--- src/rtl/serial_pattern_pkg.sv ---
// Shared definitions for the serial pattern detector: FSM state type and
// default sizing constants.
package serial_pattern_pkg;

    typedef enum logic {
        FILL = 1'b0,
        RUN  = 1'b1
    } state_t;

    localparam int         DEFAULT_N       = 4;
    localparam logic [3:0] DEFAULT_PATTERN = 4'b1011;
    localparam int         DEFAULT_CNT_W   = 8;

endpackage

--- src/rtl/bit_shift_reg.sv ---
// Serial-in / parallel-out history register; newest bit enters at the LSB.
// A synchronous clear wins over a shift on the same edge.
module bit_shift_reg #(
    parameter int WIDTH = 4
) (
    input  logic             clk,
    input  logic             rst,
    input  logic             shift_en,
    input  logic             clr,
    input  logic             din,
    output logic [WIDTH-1:0] q
);

    logic [WIDTH-1:0] q_q;
    logic [WIDTH-1:0] q_d;

    always_comb begin
        q_d = q_q;
        if (clr) begin
            q_d = '0;
        end else if (shift_en) begin
            q_d = {q_q[WIDTH-2:0], din};
        end
    end

    always_ff @(posedge clk or posedge rst) begin
        if (rst) begin
            q_q <= '0;
        end else begin
            q_q <= q_d;
        end
    end

    assign q = q_q;

endmodule

--- src/rtl/serial_pattern_detector.sv ---
// Overlapping serial pattern detector with fill tracking, registered match
// pulse and a saturating detection counter.
module serial_pattern_detector
    import serial_pattern_pkg::*;
#(
    parameter int             N       = DEFAULT_N,
    parameter logic [N-1:0]   PATTERN = N'(DEFAULT_PATTERN),
    parameter int             CNT_W   = DEFAULT_CNT_W
) (
    input  logic             clk,
    input  logic             rst,
    input  logic             din_valid,
    input  logic             din,
    input  logic             clear,
    output logic [N-1:0]     history,
    output logic             armed,
    output logic             match,
    output logic [CNT_W-1:0] match_count
);

    localparam int                FILL_W    = $clog2(N + 1);
    localparam logic [FILL_W-1:0] FILL_LAST = FILL_W'(N - 1);
    localparam logic [CNT_W-1:0]  CNT_MAX   = '1;

    state_t            state_q, state_d;
    logic [FILL_W-1:0] fill_q, fill_d;
    logic              armed_q, armed_d;
    logic              match_q, match_d;
    logic [CNT_W-1:0]  count_q, count_d;
    logic [N-1:0]      hist;
    logic [N-1:0]      hist_next;

    bit_shift_reg #(
        .WIDTH (N)
    ) u_hist (
        .clk      (clk),
        .rst      (rst),
        .shift_en (din_valid),
        .clr      (clear),
        .din      (din),
        .q        (hist)
    );

    // Compare against the window as it will look after this edge's shift.
    assign hist_next = {hist[N-2:0], din};

    always_comb begin
        state_d = state_q;
        fill_d  = fill_q;
        count_d = count_q;
        match_d = 1'b0;
        if (clear) begin
            state_d = FILL;
            fill_d  = '0;
            count_d = '0;
        end else if (din_valid) begin
            if (state_q == FILL) begin
                fill_d = fill_q + 1'b1;
                if (fill_q == FILL_LAST) begin
                    state_d = RUN;
                end
            end
            if (((state_q == RUN) || (fill_q == FILL_LAST)) && (hist_next == PATTERN)) begin
                match_d = 1'b1;
                if (count_q != CNT_MAX) begin
                    count_d = count_q + 1'b1;
                end
            end
        end
        armed_d = (state_d == RUN);
    end

    always_ff @(posedge clk or posedge rst) begin
        if (rst) begin
            state_q <= FILL;
            fill_q  <= '0;
            armed_q <= 1'b0;
            match_q <= 1'b0;
            count_q <= '0;
        end else begin
            state_q <= state_d;
            fill_q  <= fill_d;
            armed_q <= armed_d;
            match_q <= match_d;
            count_q <= count_d;
        end
    end

    assign history     = hist;
    assign armed       = armed_q;
    assign match       = match_q;
    assign match_count = count_q;

endmodule

--- config.mk ---
export PLATFORM = sky130hd
export DESIGN_NAME = serial_pattern_detector
export DESIGN_NICKNAME = d
export VERILOG_FILES = /design/src/rtl/serial_pattern_pkg.sv /design/src/rtl/bit_shift_reg.sv /design/src/rtl/serial_pattern_detector.sv
export SDC_FILE = /design/constraint.sdc
export NUM_CORES = 1
export LEC_CHECK = 0
export BUFFER_PORTS_ARGS = -buffer_cell sky130_fd_sc_hd__buf_2
export CAP_MARGIN = 30
export CELL_PAD_IN_SITES_DETAIL_PLACEMENT = 2
export CELL_PAD_IN_SITES_GLOBAL_PLACEMENT = 2
export CORE_UTILIZATION = 34
export CTS_CLUSTER_SIZE = 16
export DETAILED_ROUTE_END_ITERATION = 8
export PLACE_DENSITY = 0.87
export SLEW_MARGIN = 10
export SYNTH_ARGS = -nofsm -noshare
export SYNTH_HDL_FRONTEND = slang
export SYNTH_HIERARCHICAL = 1
export SYNTH_SLANG_ARGS = --single-unit
--- constraint.sdc ---
create_clock -name clk -period 2.9 [get_ports clk]
set_input_delay 0.435 -clock clk [delete_from_list [all_inputs] [get_ports clk]]
set_output_delay 0.435 -clock clk [all_outputs]
set_load 0.02 [all_outputs]
======== After elaboration in Yosys (flattened, before gate mapping) ========
Cells that the tools add are included.
storage, ports and cells
  register bits ........................... 17
  input port bits ......................... 5
  output and inout port bits .............. 14
  logic and storage cells ................. 34
operators by class
  add/subtract/negate cells ............... 2
  equal/unequal tests ..................... 4
  multiplexer cells ....................... 16
  reduce and logical (&&, ||, !) cells .... 7
operators with widths
  operator               number
  $mux W8                4
  $mux W3                3
  $add A8 B1 Y8 const B  1
  $mux W4                2
  $ne A8 B8 Y1 const B   1
  $mux W1                7
  $reduce_bool A2 Y1     3
  $eq A4 B4 Y1 const B   1
  $add A3 B1 Y3 const B  1
  $eq A3 B2 Y1 const B   1
  $reduce_and A3 Y1      1
  $ne A2 B2 Y1 const B   1
  $reduce_and A2 Y1      1
  $logic_and A1 B1 Y1    1
  $logic_or A1 B1 Y1     1

======== Logic depth before layout (Yosys ltp) ========
Gate-level depths: netlist (run 1).
  depth after elaboration ................. 6
  depth in mapped cells ................... 8
  gate-level depth less buffers ........... 6

======== Hierarchy ========
The synthesis (run 1) kept the hierarchy.
modules (own cells, without submodules)
  module                   times used  cells each  area an instance (µm²)  seq. area each (µm²)
  serial_pattern_detector  1           66          683.2                   325.3
  bit_shift_reg            1           14          163.9                   100.1

======== Worst setup path after synthesis (run 1) ========
No wires, ideal clock.
  kind .................................... reg-to-reg
  from .................................... register fill_q[0]
  to ...................................... register count_q[5], in the netlist match_count[5]
  library setup time ...................... 103 ps
  arrival ................................. 1776 ps
  required time ........................... 2797 ps
  path slack .............................. 1020 ps
  stages on the path, launching flop included .. 9
  buffers on the path ..................... 2
  period minus slack after synthesis ...... 1880 ps
  cell sequence ........................... dfrtp_1 -> ha_1 -> ha_1 -> o211ai_1 -> or2_1 -> buf_6 -> or3_1 -> buf_2 -> o41ai_2
on the way
  word-level cells in the longest chain between the ends .. 5
RTL lines
  what                          RTL line                       text
  from (decl)                   serial_pattern_detector.sv:26  logic [FILL_W-1:0] fill_q, fill_d;
  from (signal assigned)        serial_pattern_detector.sv:82  fill_q <= fill_d;
  $eq A3 B2 Y1                  serial_pattern_detector.sv:63  if (((state_q == RUN) || (fill_q == FILL_LAST)) && (hist_next == PATTERN)) begin
  $logic_or A1 B1 Y1            serial_pattern_detector.sv:63
  $logic_and A1 B1 Y1           serial_pattern_detector.sv:63
  $reduce_bool A2 Y1 (no line)  --
  $reduce_and A3 Y1 (no line)   --
  to (signal assigned)          serial_pattern_detector.sv:85  count_q <= count_d;
  to (decl)                     serial_pattern_detector.sv:29  logic [CNT_W-1:0] count_q, count_d;
Every way passes these cells.
A chain may end at the register's enable or synchronous reset.

======== Final worst setup path (run 1) ========
  from .................................... register count_q[0], in the netlist match_count[0]
  to ...................................... register count_q[1], in the netlist match_count[1]
on the way
  word-level cells in the longest chain between the ends .. 5
  elaborated cells on any way between the ends .. 8
  those cells by class .................... add/sub (1); eq/ne (1); mux (4); reduce/logical (2)
RTL lines
  what           RTL line                       text
  $add A8 B1 Y8  serial_pattern_detector.sv:66  count_d = count_q + 1'b1;
  $mux W8        serial_pattern_detector.sv:65  if (count_q != CNT_MAX) begin
  $mux W8        serial_pattern_detector.sv:63
  $mux W8        serial_pattern_detector.sv:56  end else if (din_valid) begin
  $mux W8        serial_pattern_detector.sv:52  if (clear) begin
Several ways; a longest one is shown, not always the timed one. The select of a mux whose other input is x is not followed.

==> impl_metrics.py, run 1 <==
metrics = {
    "status": {
        "status": "completed",
    },
    "worst_setup_path": {
        "path_cells": "ha_1, nand2_1, nor3_1, or3_1, o21ai_0",
        "cp_slowest_stage_delay_ns": 0.68,
        "critPathBufInv": 0,
        "arrival_ns": 2.27,
        "r2r-start": "match_count[0]",
        "r2r_cells": 5,
        "critPathCaptureType": "flop",
        "r2r-end": "match_count[1]",
        "worstSetupStartpointType": "flop",
        "critPathKind": "flop to flop",
        "path_delay_family": "simple AND/OR/NAND/NOR gates",
        "reg2reg_slack_ns": 0.81,
        "crit_path_max_fanout": 9,
        "required_ns": 3.07,
        "cpMaxStageDelayCell": "nor3_1",
    },
    "sta": {
        "fin_crit_sh_pct": 72.2,
        "tns_ns": 0,
        "hold_slack_ns": 0.0232,
        "relSlewSlack_pct": 41.1,
        "finClkSkew_ns": 0.00529,
        "worst_pin_slew_ns": 0.877,
        "timing_hold_violations_final": 0,
        "setup_viol": 0,
        "fmax_mhz": 477,
        "rsz0062_at_grt": "no",
        "min_period_ns": 2.09,
        "slew_violations": 0,
    },
    "clock_tree": {
        "clk_pin_slew_worst_paths_ns": 0.11,
        "cts_resized": 0,
        "insertion_delay_ns": 0.30,
        "hold_buffers": 0,
        "clockBufferDepth": 2,
        "postCtsSetupRepairBufs": 0,
        "cts_tree": "built",
        "numCtsBuffers": 3,
        "clock_sinks": 17,
        "htree_levels": 1,
        "root_buffer": "clkbuf_4",
    },
    "detailed_routing": {
        "post_drt_wl_per_cell_um": 17.5,
        "drt-total-wl_mm": 2.21,
        "dr.pass1.iters": 4,
        "via_per_inst": 5.46,
        "post-route-drc-count": 0,
        "drtAntennaViolNets": 0,
        "drtIter0Drc": 7,
        "num_vias": 688,
    },
    "final_layout": {
        "final_layout_size_suffix_gt1_share_pct": 26.5,
        "utilization_pct": 42.8,
        "final_common_cell": "buf_2",
        "stdcell_area_um2": 975,
        "diodes": 0,
        "fill_cells": 235,
        "synthToLayoutAreaGrowth_pct": 15.1,
        "layout.cells.most_common_list": "buf_2 (18), dfrtp_1 (17), nor2_1 (9)",
        "final_nets": 107,
    },
    "pwr": {
        "power.share.sequential_pct": 59.7,
        "ir_drop_mv": 0.221,
        "p_sw_w": 0.000107,
        "p_int_w": 0.000306,
        "leakage_nw": 0.481,
        "clkPwrFrac_pct": 31.8,
        "cellPowerDensity_nw_per_um2": 424,
        "swShare_pct": 25.9,
        "combPwrFrac_pct": 8.5,
    },
    "placement": {
        "placed_cell_area_um2": 947,
        "hpwl_mm": 1.53,
        "place_congestion": 0.773,
        "port_buffers": 18,
    },
    "flow_run": {
        "drv_cap": 0,
    },
    "logic_synthesis": {
        "synth-edff-count": 0,
        "synthCells": 80,
        "postSynth.asyncResetShare_pct": 100,
        "ys_warn_count": 6,
        "syn_area_um2": 847,
        "synth_fp_nets": 88,
        "synth_cell_type_count": 29,
        "synth-seq-cells": 17,
        "ys_seq_area_share_pct": 50.2,
        "syn-mean-instance-area_um2": 10.6,
        "synthFlopType": "dfrtp_1",
    },
    "floorplanning": {
        "fp.coreArea_um2": 2280,
        "rows": 17,
        "die_area_um2": 2700,
        "dieHeight_um": 51.9,
        "io-pin-count": 19,
        "start_util_pct": 37.2,
        "dieWidth_um": 51.9,
    },
    "global_route": {
        "grt_pass1_wl_mm": 3.82,
        "first_global_vias": 736,
        "grt_max_degree": 14,
        "antenna_found_initial": 0,
        "overflow": 0,
        "grtUsageTotal_pct": 20.2,
    },
    "worst_hold_path": {
        "hp-class": "primary input to async pin",
    },
}
-- through the flow --
stage | std cells | power (W) | setup WS, ns
floorplan | 80 | 0.000274 | 1.02
global placement | 122 | 0.000284 | 0.975
detailed placement | 122 | 0.000287 | 0.856
CTS | 126 | 0.000419 | 0.784
global route | 126 | 0.000435 | 0.584
finish | 126 | 0.000413 | 0.805
-- power by group through the flow --
stage | logic (W) | registers, W | clock network [W]
after floorplan | 0.0000209 | 0.000253 | 0
after global routing | 0.0000404 | 0.000248 | 0.000147
after global placement | 0.0000329 | 0.000251 | 0
final | 0.0000352 | 0.000247 | 0.000131
after detailed placement | 0.0000357 | 0.000252 | 0
after CTS | 0.0000363 | 0.000247 | 0.000136
-- registers in the layout, summed over array words and instances, names as in the netlist --
name / flops
armed: 1
fill_q: 3
match: 1
match_count: 8
u_hist/q: 4
-- cell usage after synthesis, types with 2 or more instances --
| cell type | instances | share of area [%] |
|---|---|---|
| dfrtp_1 | 17 | 50 |
| nor2_1 | 9 | 4.0 |
| inv_1 | 7 | 3.1 |
| mux2i_1 | 5 | 5.9 |
| o311ai_0 | 5 | 5.2 |
| ha_1 | 3 | 4.4 |
| nand3_1 | 3 | 1.8 |
| o31ai_1 | 3 | 2.7 |
| a21oi_1 | 2 | 1.2 |
| nand2_1 | 2 | 0.89 |
| o211ai_1 | 2 | 1.8 |
| o21ai_0 | 2 | 1.2 |
| o41ai_2 | 2 | 3.8 |
| or2_2 | 2 | 1.5 |
| or3_1 | 2 | 1.5 |
-- layer usage --
layer	vias to the layer above	track usage [%]	routed length [um]
met5	-	0	0
met1	342	27.9	1040
met3	4	3.51	72
li1	325	-	-
met4	0	9.46	31
met2	17	30.3	1060
-- worst reg2reg max path, delay by kind of cell (launching register included) --
family	cells	cell delay, ns
compound gates	1	0.14
fa+ha+maj	1	0.24
flops	1	0.45
simple gates	3	1.13
-- area by class of cell --
cell class / count / area, um2 / share of cell area, %
clock buffers: 3 / 22.5 / 2.31
clock inverters: 1 / 5.00 / 0.513
inverters: 7 / 26.3 / 2.70
multi-input cells: 52 / 370 / 38.0
flip-flops and latches: 17 / 425 / 43.6
well taps: 28 / 35.0 / 3.59
repair buffers: 18 / 90.1 / 9.24
-- how the worst max path moves through the flow --
stage	startpoint	end	slack (ns)	cells after the start
floorplan	fill_q[0]	match_count[5]	1.02	8
global placement	fill_q[0]	match_count[5]	0.98	6
detailed placement	fill_q[0]	match_count[5]	0.86	6
CTS	match_count[3]	match_count[1]	0.78	4
global route	match_count[3]	match_count[1]	0.58	4
finish	match_count[0]	match_count[1]	0.81	5
-- logic make-up after synthesis --
| group | Yosys count | synth area share (%) |
|---|---|---|
| DFF | 17 | 50.2 |
| and+or+nand+nor | 24 | 14.0 |
| AOI/OAI and AO/OA | 19 | 18.3 |
| muxes | 5 | 5.91 |
| adders and majority gates | 3 | 4.43 |
| xor gates and xnor gates | 1 | 1.03 |
| buffers and inverters | 11 | 6.06 |
No activity file was read; power rests on OpenSTA's default activity.
==> run 2, diff against run 1 <==
--- a/config.mk
+++ b/config.mk
@@ -5,14 +5,15 @@
 export SDC_FILE = /design/constraint.sdc
 export NUM_CORES = 1
 export LEC_CHECK = 0
+export ABC_AREA = 1
 export BUFFER_PORTS_ARGS = -buffer_cell sky130_fd_sc_hd__buf_2
 export CAP_MARGIN = 30
 export CELL_PAD_IN_SITES_DETAIL_PLACEMENT = 2
 export CELL_PAD_IN_SITES_GLOBAL_PLACEMENT = 2
-export CORE_UTILIZATION = 34
+export CORE_UTILIZATION = 26
 export CTS_CLUSTER_SIZE = 16
 export DETAILED_ROUTE_END_ITERATION = 8
-export PLACE_DENSITY = 0.87
+export PLACE_DENSITY = 0.8
 export SLEW_MARGIN = 10
 export SYNTH_ARGS = -nofsm -noshare
 export SYNTH_HDL_FRONTEND = slang
==> constraint.sdc (replaced) <==
create_clock -name clk -period 1.9 [get_ports clk]
set_input_delay 0.285 -clock clk [delete_from_list [all_inputs] [get_ports clk]]
set_output_delay 0.285 -clock clk [all_outputs]
set_load 0.02 [all_outputs]
==> run 2 against run 1 <==
- utilization is 9.9 points lower
- final area is 14% higher
- clock power is 60% higher
- highest routed layer unchanged
==> impl_metrics.py, run 2 <==
metrics = {
    "detailed_routing": {
        "dr.pass1.iters": 4,
        "post_drt_wl_per_cell_um": 13.0,
        "drtIter0Drc": 12,
        "drtAntennaViolNets": 0,
        "drt-total-wl_mm": 2.52,
        "post-route-drc-count": 0,
        "num_vias": 886,
        "via_per_inst": 4.57,
    },
    "worst_setup_path": {
        "path_cells": "ha_1, ha_1, inv_1, nand2_1, nand2_1, nor2_1, nand2_4, nand3_1, nand2_1",
        "worstSetupStartpointType": "flop",
        "cp_slowest_stage_delay_ns": 0.39,
        "critPathCaptureType": "flop",
        "critPathBufInv": 1,
        "cp.depth": 9,
        "crit_path_max_fanout": 8,
        "arrival_ns": 1.72,
        "crit_path_frequent_cell": "nand2_1",
        "critPathKind": "flop to flop",
        "cpMaxStageDelayCell": "dfrtp_1",
        "path_delay_family": "simple AND/OR/NAND/NOR gates",
        "required_ns": 2.11,
        "r2r_cells": 9,
    },
    "sta": {
        "finClkSkew_ns": 0.00702,
        "worst_pin_slew_ns": 0.564,
        "rsz0062_at_grt": "no",
        "tns_ns": 0,
        "relSlewSlack_pct": 62.3,
        "fmax_mhz": 663,
        "setup_viol": 0,
        "slew_violations": 0,
        "fin_crit_sh_pct": 79.4,
        "timing.final.ws_setup_ns": 0.391,
        "timing_hold_violations_final": 0,
        "min_period_ns": 1.51,
    },
    "placement": {
        "port_buffers": 18,
        "hpwl_mm": 2.00,
        "place_ws_ns": 0.377,
        "dp_cells": 189,
        "place_congestion": 0.731,
    },
    "final_layout": {
        "final_cells": 194,
        "layout.cells.most_common_list": "nand2_1 (40), buf_2 (18), inv_1 (17), nand3_1 (17), dfrtp_1 (17)",
        "final_common_cell": "nand2_1",
        "largest_reg_flops": 8,
        "diodes": 0,
        "final_nets": 157,
        "final_layout_size_suffix_gt1_share_pct": 18.9,
        "synthToLayoutAreaGrowth_pct": 19.1,
        "utilization_pct": 32.9,
    },
    "logic_synthesis": {
        "ys_seq_area_share_pct": 45.5,
        "yosysTopAreaCell": "dfrtp_1",
        "yosysMostFrequentCell": "nand2_1",
        "synth_top_area_share_pct": 45.5,
        "synth_fp_nets": 134,
        "synth_cell_type_count": 19,
        "ys_warn_count": 6,
        "synthFlopType": "dfrtp_1",
        "syn_area_um2": 936,
        "synth_commonest_cells": "nand2_1 (40), dfrtp_1 (17), inv_1 (17), nand3_1 (17), nor2_1 (14)",
        "synth-edff-count": 0,
        "ys_top_cells_by_area": "dfrtp_1 (45%), nand2_1 (16%), nand3_1 (9.1%)",
        "syn-mean-instance-area_um2": 7.43,
        "synthCells": 126,
        "postSynth.asyncResetShare_pct": 100,
        "synth-seq-cells": 17,
    },
    "clock_tree": {
        "htree_levels": 1,
        "root_buffer": "clkbuf_4",
        "insertion_delay_ns": 0.30,
        "cts_tree": "built",
        "clockBufferDepth": 2,
        "clock_sinks": 17,
        "numCtsBuffers": 3,
        "postCtsSetupRepairBufs": 0,
        "clk_pin_slew_worst_paths_ns": 0.11,
        "cts_resized": 0,
    },
    "worst_hold_path": {
        "hp-class": "primary input to flop",
        "holdPathStages": 2,
    },
    "floorplanning": {
        "start_util_pct": 27.6,
        "fp.coreArea_um2": 3390,
        "die_area_um2": 3840,
        "rows": 21,
        "io-pin-count": 19,
        "dieHeight_um": 62.0,
        "dieWidth_um": 62.0,
    },
    "global_route": {
        "overflow": 0,
        "first_global_vias": 921,
        "grt_max_degree": 14,
        "grtUsageTotal_pct": 15.7,
        "antenna_found_initial": 0,
        "grt_pass1_wl_mm": 4.24,
    },
    "pwr": {
        "ir_drop_mv": 0.203,
        "cellPowerDensity_nw_per_um2": 573,
        "leakage_nw": 0.625,
        "power_w": 0.000639,
    },
    "flow_run": {
        "drv_cap": 0,
    },
    "status": {
        "status": "completed",
    },
}
-- run 2: layout make-up --
type,count,area (um2)
repair buffers,19,100
inverters,18,67.6
flip-flops and latches,17,425
fillers,412,2270
clock buffers,4,26.3
well taps,46,57.6
multi-input cells,90,438
-- run 2: timing repair --
| item | 4_1_cts | 5_1_grt |
|---|---|---|
| hold buffers | 1 | 0 |
| setup endpoints to repair | 0 | 0 |
| hold endpoints to repair | 4 | 0 |
-- run 2: per-stage QoR --
step	hold slack [ns]	area [um2]
floorplan	0.0511	936
global placement	0.180	1080
detailed placement	0.192	1080
CTS	0.221	1110
global route	0.225	1110
finish	0.213	1110
-- run 2: logic make-up after synthesis --
logic type      share of synthesized area, %
xor+xnor                                2.81
flops                                   45.5
fa+ha+maj                               4.01
buf+inv                                 7.75
compound gates                          2.67
simple gates                            37.3
-- run 2: layer usage --
| layer | global-route usage [%] | part of all wire (%) |
|---|---|---|
| met5 | 0 | 0 |
| met4 | 6.67 | 1.9 |
| met3 | 3.52 | 3.1 |
| met2 | 25.5 | 48 |
| met1 | 19.9 | 47 |
-- run 2: report_power, final --
part	internal [W]	switching (W)	total [W]
combinational	0.0000165	0.0000362	0.0000526
clock	0.0000819	0.000128	0.000210
sequential	0.000369	0.00000644	0.000376
total	0.000468	0.000171	0.000639
-- run 2: worst paths after layout --
| check | start | end | slack, ns |
|---|---|---|---|
| setup / recovery | fill_q[0] | match_count[5] | 0.39 |
| hold / removal | clear | fill_q[1] | 0.21 |
| setup reg to reg | fill_q[0] | match_count[5] | 0.39 |
| hold reg to reg | u_hist/q[3] | u_hist/q[3] | 0.49 |
| max in group asynchronous | rst | fill_q[0] | 0.96 |
| min in group asynchronous | rst | u_hist/q[2] | 0.41 |
==> run 3, diff against run 2 <==
--- a/config.mk
+++ b/config.mk
@@ -5,15 +5,15 @@
 export SDC_FILE = /design/constraint.sdc
 export NUM_CORES = 1
 export LEC_CHECK = 0
-export ABC_AREA = 1
+export ABC_AREA = 0
 export BUFFER_PORTS_ARGS = -buffer_cell sky130_fd_sc_hd__buf_2
 export CAP_MARGIN = 30
 export CELL_PAD_IN_SITES_DETAIL_PLACEMENT = 2
 export CELL_PAD_IN_SITES_GLOBAL_PLACEMENT = 2
-export CORE_UTILIZATION = 26
+export CORE_UTILIZATION = 32
 export CTS_CLUSTER_SIZE = 16
 export DETAILED_ROUTE_END_ITERATION = 8
-export PLACE_DENSITY = 0.8
+export PLACE_DENSITY = 0.83
 export SLEW_MARGIN = 10
 export SYNTH_ARGS = -nofsm -noshare
 export SYNTH_HDL_FRONTEND = slang
==> constraint.sdc (replaced) <==
create_clock -name clk -period 1.5 [get_ports clk]
set_input_delay 0.225 -clock clk [delete_from_list [all_inputs] [get_ports clk]]
set_output_delay 0.225 -clock clk [all_outputs]
set_load 0.02 [all_outputs]
==> run 3 against run 2 <==
- the run now ends with negative setup slack left
- flip-flop and latch count unchanged
- global-route usage increased by 11 points
- non-clock buffer count increased by 28
- sequential power increased by 27%
- final cell count decreased by 19%
- via count decreased by 4.9%
- die area decreased by 26%
- power increased by 30%
- clock skew decreased by 0.0055 ns
- critical path depth decreased by 3
- register-to-register slack got worse by 0.75 ns
- first-iteration DRC count increased by 92%
- largest power group unchanged
==> impl_metrics.py, run 3 (same netlist as run 1, synthesis figures left out) <==
metrics = {
    "status": {
        "status": "complete, but fails checks",
        "violations": "negative setup slack",
    },
    "placement": {
        "place_congestion": 0.770,
        "hpwl_mm": 2.48,
        "port_buffers": 18,
        "place_ws_ns": -0.436,
        "placed_cell_area_um2": 1140,
    },
    "worst_setup_path": {
        "crit_path_max_fanout": 6,
        "reg2reg_slack_ns": -0.36,
        "arrival_ns": 2.05,
        "critPathCaptureType": "flop",
        "required_ns": 1.68,
        "worstSetupStartpointType": "flop",
        "endpoint": "match_count[4]",
        "r2r-start": "fill_q[1]",
        "startpoint": "fill_q[1]",
        "critPathKind": "flop to flop",
        "r2r-end": "match_count[4]",
        "r2r_cells": 6,
    },
    "detailed_routing": {
        "drt-total-wl_mm": 3.43,
        "post_drt_wl_per_cell_um": 21.8,
        "post-route-drc-count": 0,
        "num_vias": 843,
        "drtIter0Drc": 23,
        "via_per_inst": 5.37,
        "drtAntennaViolNets": 0,
        "dr.pass1.iters": 4,
    },
    "global_route": {
        "first_global_vias": 956,
        "grt_pass1_wl_mm": 5.00,
        "grtUsageTotal_pct": 26.6,
        "grt_max_degree": 14,
        "overflow": 0,
        "antenna_found_initial": 0,
    },
    "sta": {
        "rsz0062_at_grt": "yes",
        "finClkSkew_ns": 0.00153,
        "min_period_ns": 1.86,
        "setup_viol": 8,
        "fin_crit_sh_pct": 124,
        "slew_violations": 0,
        "worst_pin_slew_ns": 0.557,
        "timing.final.ws_setup_ns": -0.363,
        "fmax_mhz": 537,
        "timing_hold_violations_final": 0,
        "relSlewSlack_pct": 62.8,
    },
    "clock_tree": {
        "insertion_delay_ns": 0.29,
        "numCtsBuffers": 3,
        "cts_tree": "built",
        "clk_pin_slew_worst_paths_ns": 0.10,
        "htree_levels": 1,
        "clockBufferDepth": 2,
        "clock_sinks": 17,
        "root_buffer": "clkbuf_4",
    },
    "floorplanning": {
        "start_util_pct": 33.9,
        "fp.coreArea_um2": 2500,
        "io-pin-count": 19,
        "rows": 18,
        "dieHeight_um": 53.5,
        "dieWidth_um": 53.5,
        "die_area_um2": 2860,
    },
    "final_layout": {
        "final_common_cell": "buf_4",
        "layout.cells.most_common_list": "buf_4 (28), buf_2 (18), dfrtp_1 (17)",
        "final_layout_size_suffix_gt1_share_pct": 48.8,
        "largest_reg_flops": 8,
        "synthToLayoutAreaGrowth_pct": 50.7,
        "final_nets": 136,
        "stdcell_area_um2": 1280,
        "diodes": 0,
    },
    "pwr": {
        "ir_drop_mv": 0.506,
        "leakage_nw": 0.669,
        "cellPowerDensity_nw_per_um2": 650,
    },
    "worst_hold_path": {
        "hp-class": "primary input to flop",
        "holdPathStages": 3,
    },
    "flow_run": {
        "drv_cap": 0,
    },
}
[run 3: layout make-up]
cell class                 count  area, um2
timing repair buffer          47        310
fill                         257       1220
inverter                       7       26.3
multi-input combinational     52        450
sequential                    17        425
clock buffer                   4       26.3
tap                           30       37.5
[run 3: per-stage QoR]
step / utilization, % / total power [W] / hold slack [ns] / std cells / setup TNS, ns
finish: 51.1 / 0.000829 / 0.289 / 157 / -2.26
global route: 51.1 / 0.000875 / 0.257 / 157 / -2.75
CTS: 49.6 / 0.000836 / 0.282 / 156 / -2.31
detailed placement: 45.5 / 0.000573 / 0.139 / 149 / -2.59
global placement: 45.5 / 0.000561 / 0.127 / 149 / -1.58
floorplan: - / 0.000529 / -0.00892 / 80 / -1.92
[run 3: how the worst min path moves through the flow]
stage,start,end,slack [ns]
after floorplan,rst,u_hist/q[0],-0.009
after global placement,rst,u_hist/q[0],0.13
after detailed placement,rst,u_hist/q[0],0.14
after CTS,din,u_hist/q[0],0.28
after global routing,din,u_hist/q[0],0.26
final,din,u_hist/q[0],0.29
[run 3: metal layers]
| metal | global-route usage, % | share of wire, % |
|---|---|---|
| met5 | 0 | 0 |
| met4 | 16.2 | 2.4 |
| met3 | 5.17 | 2.6 |
| met2 | 46.5 | 55 |
| met1 | 29.0 | 40 |
[run 3: critical path: stages, from the launching register on]
cell and delay (ns):
dfrtp_1 0.37, ha_2 0.20, ha_4 0.13, o211ai_1 0.10
or2_1 0.25, or3_4 0.40, o31ai_1 0.31
[run 3: power breakdown]
group	total, W	leakage, nW	internal [W]	switching, W
sequential	0.000476	0.234	0.000469	0.00000689
combinational	0.000102	0.420	0.0000434	0.0000587
clock	0.000251	0.0150	0.000103	0.000148
[run 3: repair_timing]
item / in CTS / in global routing
hold buffers: 1 / 0
pin swaps: 1 / 3
hold endpoints to repair: 17 / 0
endpoints found under the setup margin: 8 / 9
setup buffers: 2 / 3
resized for setup: 15 / 4
